==> src/rtl/rv_trace_pkg.sv <==
// Shared types and helpers for the RV12 retirement trace collector.
// Holds the trace record layout, the reset defaults and the record normalisation.
package rv_trace_pkg;

    localparam int REC_XLEN = 32;
    localparam logic [31:0] RV_NOP = 32'h0000_0013;
    localparam logic [REC_XLEN-1:0] PC_INIT_DEFAULT = 32'h0000_0200;

    typedef struct packed {
        logic [63:0]         order;
        logic [REC_XLEN-1:0] pc;
        logic [31:0]         insn;
        logic [4:0]          rd;
        logic [REC_XLEN-1:0] wdata;
        logic                trap;
    } trace_rec_t;

    // Traps, non-writing instructions and x0 writes all report "no register write".
    function automatic trace_rec_t make_rec(
        input logic [63:0]         order,
        input logic [REC_XLEN-1:0] pc,
        input logic [31:0]         insn,
        input logic [4:0]          rd,
        input logic                we,
        input logic [REC_XLEN-1:0] wdata,
        input logic                trap
    );
        trace_rec_t rec;
        rec.order = order;
        rec.pc    = pc;
        rec.insn  = insn;
        rec.trap  = trap;
        if (trap || !we || (rd == 5'd0)) begin
            rec.rd    = 5'd0;
            rec.wdata = {REC_XLEN{1'b0}};
        end else begin
            rec.rd    = rd;
            rec.wdata = wdata;
        end
        return rec;
    endfunction

endpackage

==> src/rtl/rv_retire_trace_if.sv <==
// Write-back sample port and trace consumer handshake of the retirement trace collector.
// The master side is the pipeline/consumer environment, the slave side is the collector.
interface rv_retire_trace_if #(
    parameter int XLEN  = 32,
    parameter int DEPTH = 8
);
    localparam int LW = $clog2(DEPTH) + 1;

    logic            wb_valid_i;
    logic [XLEN-1:0] wb_pc_i;
    logic [31:0]     wb_insn_i;
    logic [4:0]      wb_rd_i;
    logic            wb_we_i;
    logic [XLEN-1:0] wb_wdata_i;
    logic            wb_trap_i;
    logic            clr_i;
    logic            trace_valid_o;
    logic            trace_ready_i;
    logic [63:0]     trace_order_o;
    logic [XLEN-1:0] trace_pc_o;
    logic [31:0]     trace_insn_o;
    logic [4:0]      trace_rd_o;
    logic [XLEN-1:0] trace_wdata_o;
    logic            trace_trap_o;
    logic            overflow_o;
    logic [LW-1:0]   level_o;

    modport master (
        output wb_valid_i, wb_pc_i, wb_insn_i, wb_rd_i, wb_we_i, wb_wdata_i, wb_trap_i,
        output clr_i, trace_ready_i,
        input  trace_valid_o, trace_order_o, trace_pc_o, trace_insn_o, trace_rd_o,
        input  trace_wdata_o, trace_trap_o, overflow_o, level_o
    );

    modport slave (
        input  wb_valid_i, wb_pc_i, wb_insn_i, wb_rd_i, wb_we_i, wb_wdata_i, wb_trap_i,
        input  clr_i, trace_ready_i,
        output trace_valid_o, trace_order_o, trace_pc_o, trace_insn_o, trace_rd_o,
        output trace_wdata_o, trace_trap_o, overflow_o, level_o
    );

endinterface

==> src/rtl/rv_trace_fifo.sv <==
// Synchronous DEPTH-entry FIFO of trace records with a synchronous clear.
// A push into a full FIFO is accepted only when a pop frees the head in the same cycle.
module rv_trace_fifo
    import rv_trace_pkg::*;
#(
    parameter int DEPTH = 8
) (
    input  logic                     clk,
    input  logic                     rst_n,
    input  logic                     clr,
    input  logic                     push,
    input  logic                     pop,
    input  trace_rec_t               din,
    output trace_rec_t               dout,
    output logic                     full,
    output logic                     empty,
    output logic [$clog2(DEPTH):0]   level
);
    localparam int AW = $clog2(DEPTH);

    trace_rec_t     mem_r [DEPTH];
    logic [AW:0]    wr_ptr_r;
    logic [AW:0]    rd_ptr_r;
    logic [AW:0]    level_r;
    logic           do_push_s;
    logic           do_pop_s;

    // Pointers carry one extra wrap bit so full and empty are distinguishable.
    assign empty     = (wr_ptr_r == rd_ptr_r);
    assign full      = (wr_ptr_r[AW] != rd_ptr_r[AW]) && (wr_ptr_r[AW-1:0] == rd_ptr_r[AW-1:0]);
    assign do_pop_s  = pop && !empty;
    assign do_push_s = push && (!full || do_pop_s);
    assign dout      = mem_r[rd_ptr_r[AW-1:0]];
    assign level     = level_r;

    // Record storage; no reset needed as reads are masked while empty.
    always_ff @(posedge clk) begin
        if (do_push_s && !clr) begin
            mem_r[wr_ptr_r[AW-1:0]] <= din;
        end
    end

    // Pointer and occupancy bookkeeping.
    always_ff @(posedge clk or negedge rst_n) begin
        if (!rst_n) begin
            wr_ptr_r <= '0;
            rd_ptr_r <= '0;
            level_r  <= '0;
        end else if (clr) begin
            wr_ptr_r <= '0;
            rd_ptr_r <= '0;
            level_r  <= '0;
        end else begin
            if (do_push_s) begin
                wr_ptr_r <= wr_ptr_r + (AW+1)'(1);
            end
            if (do_pop_s) begin
                rd_ptr_r <= rd_ptr_r + (AW+1)'(1);
            end
            case ({do_push_s, do_pop_s})
                2'b10:   level_r <= level_r + (AW+1)'(1);
                2'b01:   level_r <= level_r - (AW+1)'(1);
                default: level_r <= level_r;
            endcase
        end
    end

endmodule

==> src/rtl/rv_retire_trace.sv <==
// Retirement trace collector: normalises WB retirements, numbers them, buffers them
// and presents them to a trace consumer, flagging records lost to a full buffer.
module rv_retire_trace
    import rv_trace_pkg::*;
#(
    parameter int              XLEN    = 32,
    parameter int              DEPTH   = 8,
    parameter logic [XLEN-1:0] PC_INIT = PC_INIT_DEFAULT
) (
    input  logic              clk,
    input  logic              rst_n,
    rv_retire_trace_if.slave  tr
);
    localparam int LW = $clog2(DEPTH) + 1;

    logic [63:0]   order_r;
    logic          overflow_r;
    trace_rec_t    rec_in_s;
    trace_rec_t    rec_head_s;
    logic          full_s;
    logic          empty_s;
    logic          pop_s;
    logic          drop_s;
    logic [LW-1:0] level_s;

    assign rec_in_s = make_rec(order_r, tr.wb_pc_i, tr.wb_insn_i, tr.wb_rd_i,
                               tr.wb_we_i, tr.wb_wdata_i, tr.wb_trap_i);
    assign pop_s    = !empty_s && tr.trace_ready_i;
    assign drop_s   = tr.wb_valid_i && full_s && !pop_s;

    rv_trace_fifo #(.DEPTH(DEPTH)) u_fifo (
        .clk   (clk),
        .rst_n (rst_n),
        .clr   (tr.clr_i),
        .push  (tr.wb_valid_i),
        .pop   (pop_s),
        .din   (rec_in_s),
        .dout  (rec_head_s),
        .full  (full_s),
        .empty (empty_s),
        .level (level_s)
    );

    // Every retirement consumes an order number, stored or dropped, so gaps expose losses.
    always_ff @(posedge clk or negedge rst_n) begin
        if (!rst_n) begin
            order_r    <= 64'd0;
            overflow_r <= 1'b0;
        end else if (tr.clr_i) begin
            order_r    <= 64'd0;
            overflow_r <= 1'b0;
        end else begin
            if (tr.wb_valid_i) begin
                order_r <= order_r + 64'd1;
            end
            if (drop_s) begin
                overflow_r <= 1'b1;
            end
        end
    end

    // Present the head record, or fixed idle values while the buffer is empty.
    always_comb begin
        tr.trace_valid_o = 1'b0;
        tr.trace_order_o = 64'd0;
        tr.trace_pc_o    = PC_INIT;
        tr.trace_insn_o  = RV_NOP;
        tr.trace_rd_o    = 5'd0;
        tr.trace_wdata_o = {XLEN{1'b0}};
        tr.trace_trap_o  = 1'b0;
        if (!empty_s) begin
            tr.trace_valid_o = 1'b1;
            tr.trace_order_o = rec_head_s.order;
            tr.trace_pc_o    = rec_head_s.pc;
            tr.trace_insn_o  = rec_head_s.insn;
            tr.trace_rd_o    = rec_head_s.rd;
            tr.trace_wdata_o = rec_head_s.wdata;
            tr.trace_trap_o  = rec_head_s.trap;
        end else begin
            tr.trace_valid_o = 1'b0;
        end
    end

    assign tr.overflow_o = overflow_r;
    assign tr.level_o    = level_s;

endmodule

==> src/flat_wrapper.sv <==
// flat-port wrapper written by rule: the top's interface ports become plain ports
module rv_retire_trace_flat import rv_trace_pkg::*;
#(
    parameter int              XLEN    = 32,
    parameter int              DEPTH   = 8,
    parameter logic [XLEN-1:0] PC_INIT = PC_INIT_DEFAULT
)
  (clk, rst_n, tr_wb_valid_i, tr_wb_pc_i, tr_wb_insn_i, tr_wb_rd_i, tr_wb_we_i, tr_wb_wdata_i, tr_wb_trap_i, tr_clr_i, tr_trace_ready_i, tr_trace_valid_o, tr_trace_order_o, tr_trace_pc_o, tr_trace_insn_o, tr_trace_rd_o, tr_trace_wdata_o, tr_trace_trap_o, tr_overflow_o, tr_level_o);
  rv_retire_trace_if #(.XLEN(XLEN), .DEPTH(DEPTH)) tr_i ();
  input  logic clk;
  input  logic rst_n;
  input wire logic [$bits(tr_i.wb_valid_i)-1:0] tr_wb_valid_i;
  input wire logic [$bits(tr_i.wb_pc_i)-1:0] tr_wb_pc_i;
  input wire logic [$bits(tr_i.wb_insn_i)-1:0] tr_wb_insn_i;
  input wire logic [$bits(tr_i.wb_rd_i)-1:0] tr_wb_rd_i;
  input wire logic [$bits(tr_i.wb_we_i)-1:0] tr_wb_we_i;
  input wire logic [$bits(tr_i.wb_wdata_i)-1:0] tr_wb_wdata_i;
  input wire logic [$bits(tr_i.wb_trap_i)-1:0] tr_wb_trap_i;
  input wire logic [$bits(tr_i.clr_i)-1:0] tr_clr_i;
  input wire logic [$bits(tr_i.trace_ready_i)-1:0] tr_trace_ready_i;
  output wire logic [$bits(tr_i.trace_valid_o)-1:0] tr_trace_valid_o;
  output wire logic [$bits(tr_i.trace_order_o)-1:0] tr_trace_order_o;
  output wire logic [$bits(tr_i.trace_pc_o)-1:0] tr_trace_pc_o;
  output wire logic [$bits(tr_i.trace_insn_o)-1:0] tr_trace_insn_o;
  output wire logic [$bits(tr_i.trace_rd_o)-1:0] tr_trace_rd_o;
  output wire logic [$bits(tr_i.trace_wdata_o)-1:0] tr_trace_wdata_o;
  output wire logic [$bits(tr_i.trace_trap_o)-1:0] tr_trace_trap_o;
  output wire logic [$bits(tr_i.overflow_o)-1:0] tr_overflow_o;
  output wire logic [$bits(tr_i.level_o)-1:0] tr_level_o;
  assign tr_i.wb_valid_i = tr_wb_valid_i;
  assign tr_i.wb_pc_i = tr_wb_pc_i;
  assign tr_i.wb_insn_i = tr_wb_insn_i;
  assign tr_i.wb_rd_i = tr_wb_rd_i;
  assign tr_i.wb_we_i = tr_wb_we_i;
  assign tr_i.wb_wdata_i = tr_wb_wdata_i;
  assign tr_i.wb_trap_i = tr_wb_trap_i;
  assign tr_i.clr_i = tr_clr_i;
  assign tr_i.trace_ready_i = tr_trace_ready_i;
  assign tr_trace_valid_o = tr_i.trace_valid_o;
  assign tr_trace_order_o = tr_i.trace_order_o;
  assign tr_trace_pc_o = tr_i.trace_pc_o;
  assign tr_trace_insn_o = tr_i.trace_insn_o;
  assign tr_trace_rd_o = tr_i.trace_rd_o;
  assign tr_trace_wdata_o = tr_i.trace_wdata_o;
  assign tr_trace_trap_o = tr_i.trace_trap_o;
  assign tr_overflow_o = tr_i.overflow_o;
  assign tr_level_o = tr_i.level_o;
  rv_retire_trace #(.XLEN(XLEN), .DEPTH(DEPTH), .PC_INIT(PC_INIT)) u_core (.clk(clk), .rst_n(rst_n), .tr(tr_i));
endmodule
==> config.mk <==
export PLATFORM = sky130hd
export DESIGN_NAME = rv_retire_trace_flat
export DESIGN_NICKNAME = d
export VERILOG_FILES = /design/src/rtl/rv_trace_pkg.sv /design/src/rtl/rv_retire_trace_if.sv /design/src/rtl/rv_trace_fifo.sv /design/src/rtl/rv_retire_trace.sv /design/src/flat_wrapper.sv
export SDC_FILE = /design/constraint.sdc
export NUM_CORES = 1
export LEC_CHECK = 0
export CAP_MARGIN = 5
export CORE_AREA = 8 8 304 306
export CTS_CLUSTER_SIZE = 28
export DETAILED_ROUTE_END_ITERATION = 10
export DIE_AREA = 0 0 312 314
export GPL_TIMING_DRIVEN = 1
export PLACE_DENSITY = 0.91
export SLEW_MARGIN = 20
export SYNTH_ARGS = -nofsm -noshare
export SYNTH_HDL_FRONTEND = slang
export SYNTH_HIERARCHICAL = 1
export SYNTH_SLANG_ARGS = --single-unit
==> constraint.sdc <==
create_clock -name clk -period 39.2 [get_ports clk]
set_input_delay 7.84 -clock clk [delete_from_list [all_inputs] [get_ports clk]]
set_output_delay 7.84 -clock clk [all_outputs]
set_load 0.01 [all_outputs]
==> Word-level counts from Yosys, hierarchy flattened <==
Memory sizes are Yosys's and may differ from the RTL's.
Index checks and enable logic that the tools add are counted.
{ "op_classes": {"n_reduce_logical": 21, "eq_ne": 5, "addsub": 5, "mux": 20} }
{ "op_table": {"columns": ["operator", "n"], "rows": [
  ["64-bit two-way mux", 3],
  ["32-bit two-way mux", 3],
  ["64-bit by 1-bit adder with 64-bit output (second input constant)", 1],
  ["37-bit two-way mux", 1],
  ["4-bit two-way mux", 5],
  ["4-bit by 1-bit adder with 4-bit output (second input constant)", 3],
  ["4-bit case mux with 2 select lines", 1],
  ["2-bit nonzero test", 4],
  ["1-bit logical AND", 7],
  ["1-bit two-way mux", 6],
  ["1-bit logical NOT", 5],
  ["5-bit logical NOT", 1],
  ["5-bit two-way mux", 1],
  ["4-bit == test", 1],
  ["4-bit by 1-bit subtractor with 4-bit output (second input constant)", 1],
  ["3-bit == test", 1],
  ["1-bit logical OR", 3],
  ["3-bit nonzero test", 1],
  ["2-bit by 1-bit == test with 1-bit output (second input constant)", 1],
  ["2-bit == test (second input constant)", 1],
  ["1-bit != test", 1]
]} }
{ "totals": {"regBits": 77, "output_inout_bits": 172, "memories": 1, "input_bits": 108, "ram_bits": 1328} }
{ "memory_table": {"columns": ["name", "depth", "word_bits", "rd", "rd_ports_with_merged_regs", "write_ports", "line", "source"], "rows": [
  ["u_core.u_fifo.mem_r", 8, 166, 1, 0, 1, "rv_trace_fifo.sv:21", "trace_rec_t mem_r [DEPTH];"]
]} }

==> Logic depth before layout (Yosys ltp) <==
Gate-level depths: netlist of the first run.
{ "logic_depth": {"word_depth": 9, "mapped_depth": 15, "ltp_nobuf": 13} }

==> Cells and area by module <==
Netlist of the first run, hierarchy kept.
{ "by_module_without_submodules": {"columns": ["mod", "area_per_inst_um2", "seq_area_each_um2", "cells_each", "n_inst"], "rows": [
  ["rv_trace_fifo", 50671.1, 40178.5, 2011, 1],
  ["rv_retire_trace", 4834.6, 1626.6, 594, 1]
]} }

==> Least setup slack after synthesis of the first run <==
Ideal clock, no wire load.
{ "synth_path": {"path_kind": "input to register", "start": "input port tr_trace_ready_i", "end": "memory u_core/u_fifo/mem_r[1][0] (netlist bit) (enable)", "t_arrival_ps": 24043, "required_time_ps": 38101, "n_path_buf": 0, "path_slack_ps": 14058, "path_stages": 3, "path_cell_list": "nor2b_1 -> o21ai_2 -> nor4_1"} }
{ "synth_between": {"elab_chain_len": 7} }
{ "synth_rtl": {"columns": ["item", "line", "source"], "rows": [
  ["from (decl)", "flat_wrapper.sv:20", "input wire logic [$bits(tr_i.trace_ready_i)-1:0] tr_trace_ready_i;"],
  ["1-bit logical AND", "rv_retire_trace.sv:28", "assign pop_s = !empty_s && tr.trace_ready_i;"],
  ["1-bit logical AND", "rv_trace_fifo.sv:31", "assign do_pop_s = pop && !empty;"],
  ["1-bit logical OR", "rv_trace_fifo.sv:32", "assign do_push_s = push && (!full || do_pop_s);"],
  ["1-bit logical AND", "rv_trace_fifo.sv:32", null],
  ["1-bit logical AND", "rv_trace_fifo.sv:38", "if (do_push_s && !clr) begin"],
  ["1-bit two-way mux", "rv_trace_fifo.sv:38", null],
  ["1-bit two-way mux (not written as such)", "rv_trace_fifo.sv:39", "mem_r[wr_ptr_r[AW-1:0]] <= din;"],
  ["to (decl)", "rv_trace_fifo.sv:21", null]
]} }
No other way between the ends.

==> Worst setup path after layout of the first run <==
{ "layout_path": {"start": "register u_core.u_fifo.rd_ptr_r[1]", "end": "output port tr_trace_insn_o[0]"} }
{ "layout_between": {"elab_chain_len": 2} }
{ "layout_rtl": {"columns": ["item", "line", "source"], "rows": [
  ["from (decl)", "rv_trace_fifo.sv:23", "logic [AW:0] rd_ptr_r;"],
  ["from (signal assigned)", "rv_trace_fifo.sv:58", "rd_ptr_r <= rd_ptr_r + (AW+1)'(1);"],
  ["4-bit == test", "rv_trace_fifo.sv:29", "assign empty = (wr_ptr_r == rd_ptr_r);"],
  ["net u_core.empty_s", "rv_retire_trace.sv:21", "logic empty_s;"],
  ["32-bit two-way mux", "rv_retire_trace.sv:71", "if (!empty_s) begin"],
  ["to (decl)", "flat_wrapper.sv:24", "output wire logic [$bits(tr_i.trace_insn_o)-1:0] tr_trace_insn_o;"]
]} }
The timed path passes the listed nets, and every way through them passes these cells.

==> results of run 1 <==
worst paths after layout:
check / from / end / slack (ns) / cells after the start
max in group asynchronous: rst_n / u_core/u_fifo/rd_ptr_r[2] / 31.03 / 2
min: u_core/tr.overflow_o / u_core/tr.overflow_o / 0.54 / 2
min reg2reg: u_core/tr.overflow_o / u_core/tr.overflow_o / 0.54 / 2
min in group asynchronous: rst_n / u_core/u_fifo/level[1] / 6.90 / 1
max: u_core/u_fifo/rd_ptr_r[1] / tr_trace_insn_o[0] / 26.21 / 8
max reg2reg: u_core/u_fifo/rd_ptr_r[2] / u_core/u_fifo/mem_r[2][56] / 33.57 / 12
routing by layer:
layer  track usage (%)  vias up  share of wire [%]
li1                  -    11300                  -
met1              33.3    14500                 35
met2              44.9     1910                 52
met3              5.73      390                9.4
met4              9.52        6                3.5
met5                 0        -              0.029
kinds of logic after synthesis:
logic type / Yosys count / share of synthesized area (%)
flip-flops: 1405 / 75.3
multiplexers: 506 / 17.0
AND/OR/NAND/NOR: 424 / 4.61
buffers and inverters: 144 / 1.46
AO/OA/AOI/OAI: 78 / 0.812
XOR/XNOR: 42 / 0.663
adder cells (fa/ha/maj): 6 / 0.149
sequential cells by signal, indices dropped and copies added (netlist names):
signal and cells:
u_core/order_r 64, u_core/tr.overflow_o 1, u_core/u_fifo/level 4, u_core/u_fifo/mem_r 1328, u_core/u_fifo/rd_ptr_r 4, u_core/u_fifo/wr_ptr_r 4
cell usage after synthesis, types with 4 or more instances:
library cell     n
a21oi_1         34
and2_1          38
and3_1           9
and4_1           7
buf_1            7
buf_2           37
buf_6           29
clkbuf_1        59
dfrtp_1         77
edfxtp_1      1328
ha_1             5
inv_1           11
mux2_1           4
mux2_2         166
mux2i_1          4
mux4_2         332
nand2_1         24
nand2b_1         4
nand3_1         33
nand4_1         20
nor2_1          58
nor2b_1        165
nor3_1           8
o21ai_0         25
o31ai_1          8
or2_2            5
or3_1           22
or4_1            9
xnor2_1         14
xor2_1          28
worst max-delay path: cells and delay by family, from the launching register on:
kind	cells	cell delay, ns
XOR/XNOR	1	0.26
buffers and inverters	4	2.09
flip-flops	1	1.11
AND/OR/NAND/NOR	3	0.80
power breakdown:
| part | switching [mW] | total, mW | leakage, nW | internal (mW) |
|---|---|---|---|---|
| registers | 0.00958 | 1.66 | 13.6 | 1.65 |
| clock network | 0.547 | 1.29 | 2.19 | 0.743 |
| logic | 0.132 | 0.270 | 4.79 | 0.138 |
area by class of cell:
type	instances	area (sq um)
sequential	1405	41800
timing repair buffer	330	3350
clock buffer	178	3820
antenna	6	15.0
clock inverter	77	604
inverter	11	41.3
fill	4486	23500
tap	1165	1460
multi-input combinational	1056	13000
stage by stage:
step	total power, mW	hold WS (ns)	instance area (sq um)	setup slack [ns]	util, %
global route	3.31	0.565	64100	26.02	73.2
detailed placement	1.96	0.519	59500	26.39	68.0
global placement	1.94	0.508	59400	26.38	67.9
floorplan	1.85	0.531	55500	14.06	-
finish	3.22	0.540	64100	26.21	73.2
CTS	3.24	0.539	63900	25.58	73.0
==> metrics.md, run 1 <==
| Metric | Value |
|---|---|
| Non-filler instance count after layout | `4228` |
| Initial cell density of the core | `63.4%` |
| RSZ-0062 raised after global routing | `false` |
| IO Pins | `280` |
| Via count | `28200` |
| Placer Congestion | `0.762` |
| Max cap viols | `0` |
| Worst VDD drop | `0.0437 mV` |
| Syn avg cell area | `21.3 sq um` |
| Number of antenna violations at the first check in global routing | `10` |
| YS warnings | `6` |
| Worst-Margin Slew | `1.11 ns` |
| Status | `finished clean` |
| Row cnt | `109` |
| CP dominant cell by count | `buf_4` |
| Worst Hold Class | `register to register` |
| Cell Pwr Density | `50.3 mW/mm^2` |
| Max-slew violation count | `0` |
| Critical-path cell list | `xnor2_1 -> nand3_1 -> nor2_4 -> buf_12 -> buf_4 -> buf_4 -> or2_2 -> clkdlybuf4s50_1` |
| Final Hold Fails | `0` |
| Arrival @ worst endpoint | `5.15 ns` |
| Largest net degree at the start of global routing | `139` |
| Fmax | `77.0 MHz` |
| Number of synthesized register bits | `1405` |
| Die ar. | `0.0980 sq mm` |
| Post-DP HPWL | `66.3 mm` |
| CP Launch Type | `register` |
| Global-route wire length before repair | `192 mm` |
| Die H | `314 um` |
| Primary FF master, synth | `edfxtp_1` |
| Crit end category | `primary output` |
| Period utilization | `33.1%` |
| Vias in the first global route | `30000` |
| CTS Hold Bufs | `0` |
| Post-synthesis sequential area ratio | `75.3%` |
| Vias per cell | `6.67` |
| Max H-tree Level | `4` |
| Worst path max stage delay | `1.11 ns` |
| Chip width | `312 um` |
| Antenna-violating nets left | `0` |
| Top cells by area, synth | `edfxtp_1 72%, mux4_2 13%, dfrtp_1 3.5%, mux2_2 3.4%, nor2b_1 1.9%` |
| Share of cells above drive strength 1 | `25.7%` |
| Port Buffer Count | `279` |
| Cells after Synth | `2605` |
| Total CTS buffers | `139` |
| Root buffer selected by CTS | `clkbuf_16` |
| Leakage power | `20.6 nW` |
| Worst clock skew | `0.0255 ns` |
| Post-synth top area share | `71.8%` |
| Post-layout minimum cycle time | `12.99 ns` |
| Drt drc | `0` |
| Critical path class | `register to primary output` |
| Most common cell after layout, fill and taps aside | `edfxtp_1` |
| CTS tree | `yes` |
| Most frequent cells in the layout | `1328 x edfxtp_1, 332 x mux4_2, 277 x clkdlybuf4s50_1` |
| Critical-path cell with the highest stage delay | `dfrtp_4` |
| P&R area growth vs syn | `15.4%` |
| Mapped Area | `0.0555 sq mm` |
| Final wirelength | `130 mm` |
| Net Count, Synth | `2719` |
| Drt initial violations | `3612` |
| Async S/R FF share, synth | `5.48%` |
| Pre-Repair DR Iteration Count | `6` |
| Clock sink count | `1405` |
| Yosys top cell by area | `edfxtp_1` |
| CP Max Fanout | `78` |
| Clock Path Buffers | `3` |
| CTS clk-pin slew, worst paths | `0.06 ns` |
| GRT overflow | `0` |
| Resize count post-CTS | `0` |
| Post-CTS setup buffers | `0` |
| Crit path required time | `31.36 ns` |
| Slew headroom | `25.7%` |
| Final setup viols | `0` |
| Final nets | `3057` |
| Setup TNS | `0 ns` |
| Distinct cells, synth | `53` |
| Placed cell count | `3963` |
| WL per Instance | `30.8 um` |
| Clock Latency Late Sink | `0.73 ns` |
| Total track usage | `26.2%` |
| Number of flops mapped to enable cells by yosys | `1328` |
| Core area | `0.0876 sq mm` |
Note: power is estimated with default switching activity, not from simulation.
==> inputs of run 2 (changes only) <==
--- a/config.mk
+++ b/config.mk
@@ -6,12 +6,12 @@
 export NUM_CORES = 1
 export LEC_CHECK = 0
 export CAP_MARGIN = 5
-export CORE_AREA = 8 8 304 306
+export CORE_AREA = 8 8 330 332
 export CTS_CLUSTER_SIZE = 28
 export DETAILED_ROUTE_END_ITERATION = 10
-export DIE_AREA = 0 0 312 314
+export DIE_AREA = 0 0 338 340
 export GPL_TIMING_DRIVEN = 1
-export PLACE_DENSITY = 0.91
+export PLACE_DENSITY = 0.82
 export SLEW_MARGIN = 20
 export SYNTH_ARGS = -nofsm -noshare
 export SYNTH_HDL_FRONTEND = slang
==> constraint.sdc (replaced) <==
create_clock -name clk -period 11.2 [get_ports clk]
set_input_delay 2.24 -clock clk [delete_from_list [all_inputs] [get_ports clk]]
set_output_delay 2.24 -clock clk [all_outputs]
set_load 0.01 [all_outputs]
==> run 2 against run 1 <==
Compared with the run above:
- design area up 0.73%
- routed wire length down 7.1%
- sequential power rose to 3.5 times the previous value
- critical path depth down 2
- first-iteration DRC count down 26%
- non-clock buffer count down 11
- critical path type unchanged
- largest power group unchanged
==> metrics.md, run 2 (synthesized netlist as in run 1, its figures left out) <==
| Metric | Value |
|---|---|
| Placer Congestion | `0.758 (was 0.762)` |
| Antenna-violating nets left | `0 (unchanged)` |
| Max cap viols | `0 (unchanged)` |
| Worst path max stage delay | `1.12 ns (was 1.11 ns)` |
| WL per Instance | `27.2 um (was 30.8 um)` |
| CTS clk-pin slew, worst paths | `0.06 ns (about the same)` |
| CTS Hold Bufs | `0 (unchanged)` |
| Drt initial violations | `2677 (was 3612)` |
| # fillers | `6646 (was 4486)` |
| Resize count post-CTS | `0 (unchanged)` |
| Core area | `0.104 sq mm (was 0.0876 sq mm)` |
| Port Buffer Count | `279 (unchanged)` |
| Finished Core Util | `62.0% (was 73.2%)` |
| Via count | `27200 (was 28200)` |
| Drt drc | `0 (unchanged)` |
| Period utilization | `64.1%` |
| Max-slew violation count | `0 (unchanged)` |
| GRT overflow | `0 (unchanged)` |
| Cell Pwr Density | `177 mW/mm^2 (was 50.3 mW/mm^2)` |
| Post-CTS setup buffers | `0 (unchanged)` |
| Most frequent cells in the layout | `1328 x edfxtp_1, 332 x mux4_2, 277 x clkdlybuf4s50_1 (unchanged)` |
| Global-route wire length before repair | `182 mm (was 192 mm)` |
| Number of antenna violations at the first check in global routing | `10 (unchanged)` |
| Critical-path cell with the highest stage delay | `dfrtp_4 (unchanged)` |
| Non-filler instance count after layout | `4448 (was 4228)` |
| IO Pins | `280 (unchanged)` |
| Worst VDD drop | `0.247 mV (was 0.0437 mV)` |
| Crit path buf inv count | `3 (was 4)` |
| Cell internal pwr | `8.96 mW (was 2.53 mW)` |
| Hold Path Stages | `2 (unchanged)` |
| Critical-path cell list | `buf_4 -> buf_4 -> mux4_2 -> mux2_2 -> nor2b_1 -> clkdlybuf4s50_1 (was xnor2_1 -> nand3_1 -> nor2_4 -> buf_12 -> buf_4 -> buf_4 -> or2_2 -> clkdlybuf4s50_1)` |
| Die ar. | `0.115 sq mm (was 0.0980 sq mm)` |
| Vias per cell | `6.11 (was 6.67)` |
| Total CTS buffers | `141 (was 139)` |
| Max reg flops | `1328 (unchanged)` |
| Worst clock skew | `0.0356 ns (was 0.0255 ns)` |
| Total track usage | `21.0% (was 26.2%)` |
| FF-to-FF path depth | `9 (was 12)` |
| Slew headroom | `22.2% (was 25.7%)` |
| Clock Latency Late Sink | `0.75 ns (was 0.73 ns)` |
| Post-route worst setup slack | `4.02 ns (was 26.21 ns)` |
| Sw Share | `21.6% (was 21.4%)` |
| Clock sink count | `1405 (unchanged)` |
| Crit end category | `primary output (unchanged)` |
| CP dominant cell by count | `buf_4 (unchanged)` |
| Most common cell after layout, fill and taps aside | `edfxtp_1 (unchanged)` |
| Clock Path Buffers | `3 (unchanged)` |
| Final wirelength | `121 mm (was 130 mm)` |
| Setup TNS | `0 ns (unchanged)` |
| CTS tree | `yes (unchanged)` |
| Worst path depth | `6 (was 8)` |
| Max H-tree Level | `4 (unchanged)` |
| Worst Hold Class | `register to register (unchanged)` |
| Leakage power | `20.6 nW (about the same)` |
| Share of cells above drive strength 1 | `25.6% (was 25.7%)` |
| CP Launch Type | `register (unchanged)` |
| Final nets | `3048 (was 3057)` |
| Worst-Margin Slew | `1.17 ns (was 1.11 ns)` |
| CP Max Fanout | `68 (was 78)` |
| Top Family by Delay on Critical Path | `buffers and inverters (unchanged)` |
| Initial cell density of the core | `53.3% (was 63.4%)` |
| Status | `finished clean (unchanged)` |
| RSZ-0062 raised after global routing | `false (unchanged)` |
| Critical path class | `register to primary output (unchanged)` |
| Vias in the first global route | `28800 (was 30000)` |
| Largest net degree at the start of global routing | `159 (was 139)` |
| Comb power frac | `8.0% (was 8.4%)` |
| Chip width | `338 um (was 312 um)` |
| Fmax | `139 MHz` |
| Net Switching | `2.47 mW (was 0.689 mW)` |
| Row cnt | `119 (was 109)` |
| Crit path required time | `8.96 ns (was 31.36 ns)` |
| Clock network power share | `41.1% (was 40.0%)` |
| Root buffer selected by CTS | `clkbuf_16 (unchanged)` |
| Final setup viols | `0 (unchanged)` |
| Arrival @ worst endpoint | `4.94 ns (was 5.15 ns)` |
| Pre-Repair DR Iteration Count | `6 (unchanged)` |
| Final Hold Fails | `0 (unchanged)` |
| P&R area growth vs syn | `16.3% (was 15.4%)` |
| Placed cell count | `4182 (was 3963)` |
| Flop pwr share | `50.9% (was 51.6%)` |
| Post-DP HPWL | `64.8 mm (was 66.3 mm)` |
| Worst slack, placed | `4.78 ns (was 26.39 ns)` |
| Die H | `340 um (was 314 um)` |
| Post-layout minimum cycle time | `7.18 ns` |
| R2R setup slack | `5.78 ns (was 33.57 ns)` |
-- run 2: cell types whose count changed in the layout (fill, tap and decap cells not counted), moves of 4 or more --
| cell | delta |
|---|---|
| buf_16 | -5 |
| buf_4 | -6 |
| bufinv_16 | +5 |
| clkinv_16 | +9 |
| clkinv_2 | -5 |
| clkinvlp_4 | +4 |
-- run 2: metal layers --
layer | global-route usage [%] | wire [um] | up-vias
li1 | - | - | 11300
met1 | 27.6 | 46300 | 14400
met2 | 35.7 | 62200 | 1197
met3 | 4.42 | 9440 | 232
met4 | 6.10 | 2870 | 8
met5 | 0 | 55 | -
-- run 2: per-stage QoR --
step                      hold WS [ns]  total power, mW  area [sq um]
after floorplan                  0.531             6.47         55500
after global placement           0.496             6.82         59800
after detailed placement         0.492             6.85         59800
after CTS                        0.510             11.5         64500
after global routing             0.560             11.8         64500
final                            0.504             11.4         64500
-- run 2: worst paths after layout --
kind / from / endpoint
setup / recovery: u_core/u_fifo/rd_ptr_r[1] / tr_trace_wdata_o[31]
hold / removal: u_core/tr.overflow_o / u_core/tr.overflow_o
setup reg to reg: u_core/u_fifo/rd_ptr_r[1] / u_core/u_fifo/mem_r[0][99]
hold reg to reg: u_core/tr.overflow_o / u_core/tr.overflow_o
max in group asynchronous: rst_n / u_core/u_fifo/rd_ptr_r[1]
min in group asynchronous: rst_n / u_core/tr.overflow_o
-- run 2: power by group through the flow --
stage / clock, mW / sequential (mW) / combinational (mW)
floorplan: 0 / 5.93 / 0.537
global placement: 0 / 5.92 / 0.906
detailed placement: 0 / 5.93 / 0.925
CTS: 4.79 / 5.82 / 0.933
global route: 4.99 / 5.82 / 0.978
finish: 4.70 / 5.82 / 0.912
-- run 2: worst register-to-register path: stages, from the launching register on --
cell and delay (ns):
dfrtp_4 1.12, xnor2_1 0.28, nand3_1 0.26, nor2_4 0.16, nor2b_1 0.57, o21ai_2 0.32, or3_1 0.57, nor3_4 0.17
buf_4 0.72, buf_12 0.79
-- run 2: layout make-up --
class                           count  area [sq um]  area share (%)
Clock buffer                      172          3710            5.74
Tap cell                         1391          1740            2.70
Clock inverter                     87          1050            1.63
Inverter                           11          41.3          0.0640
Multi-Input combinational cell   1056         13000            20.1
Sequential cell                  1405         41800            64.8
Antenna cell                        7          17.5          0.0271
Timing Repair Buffer              319          3190            4.94
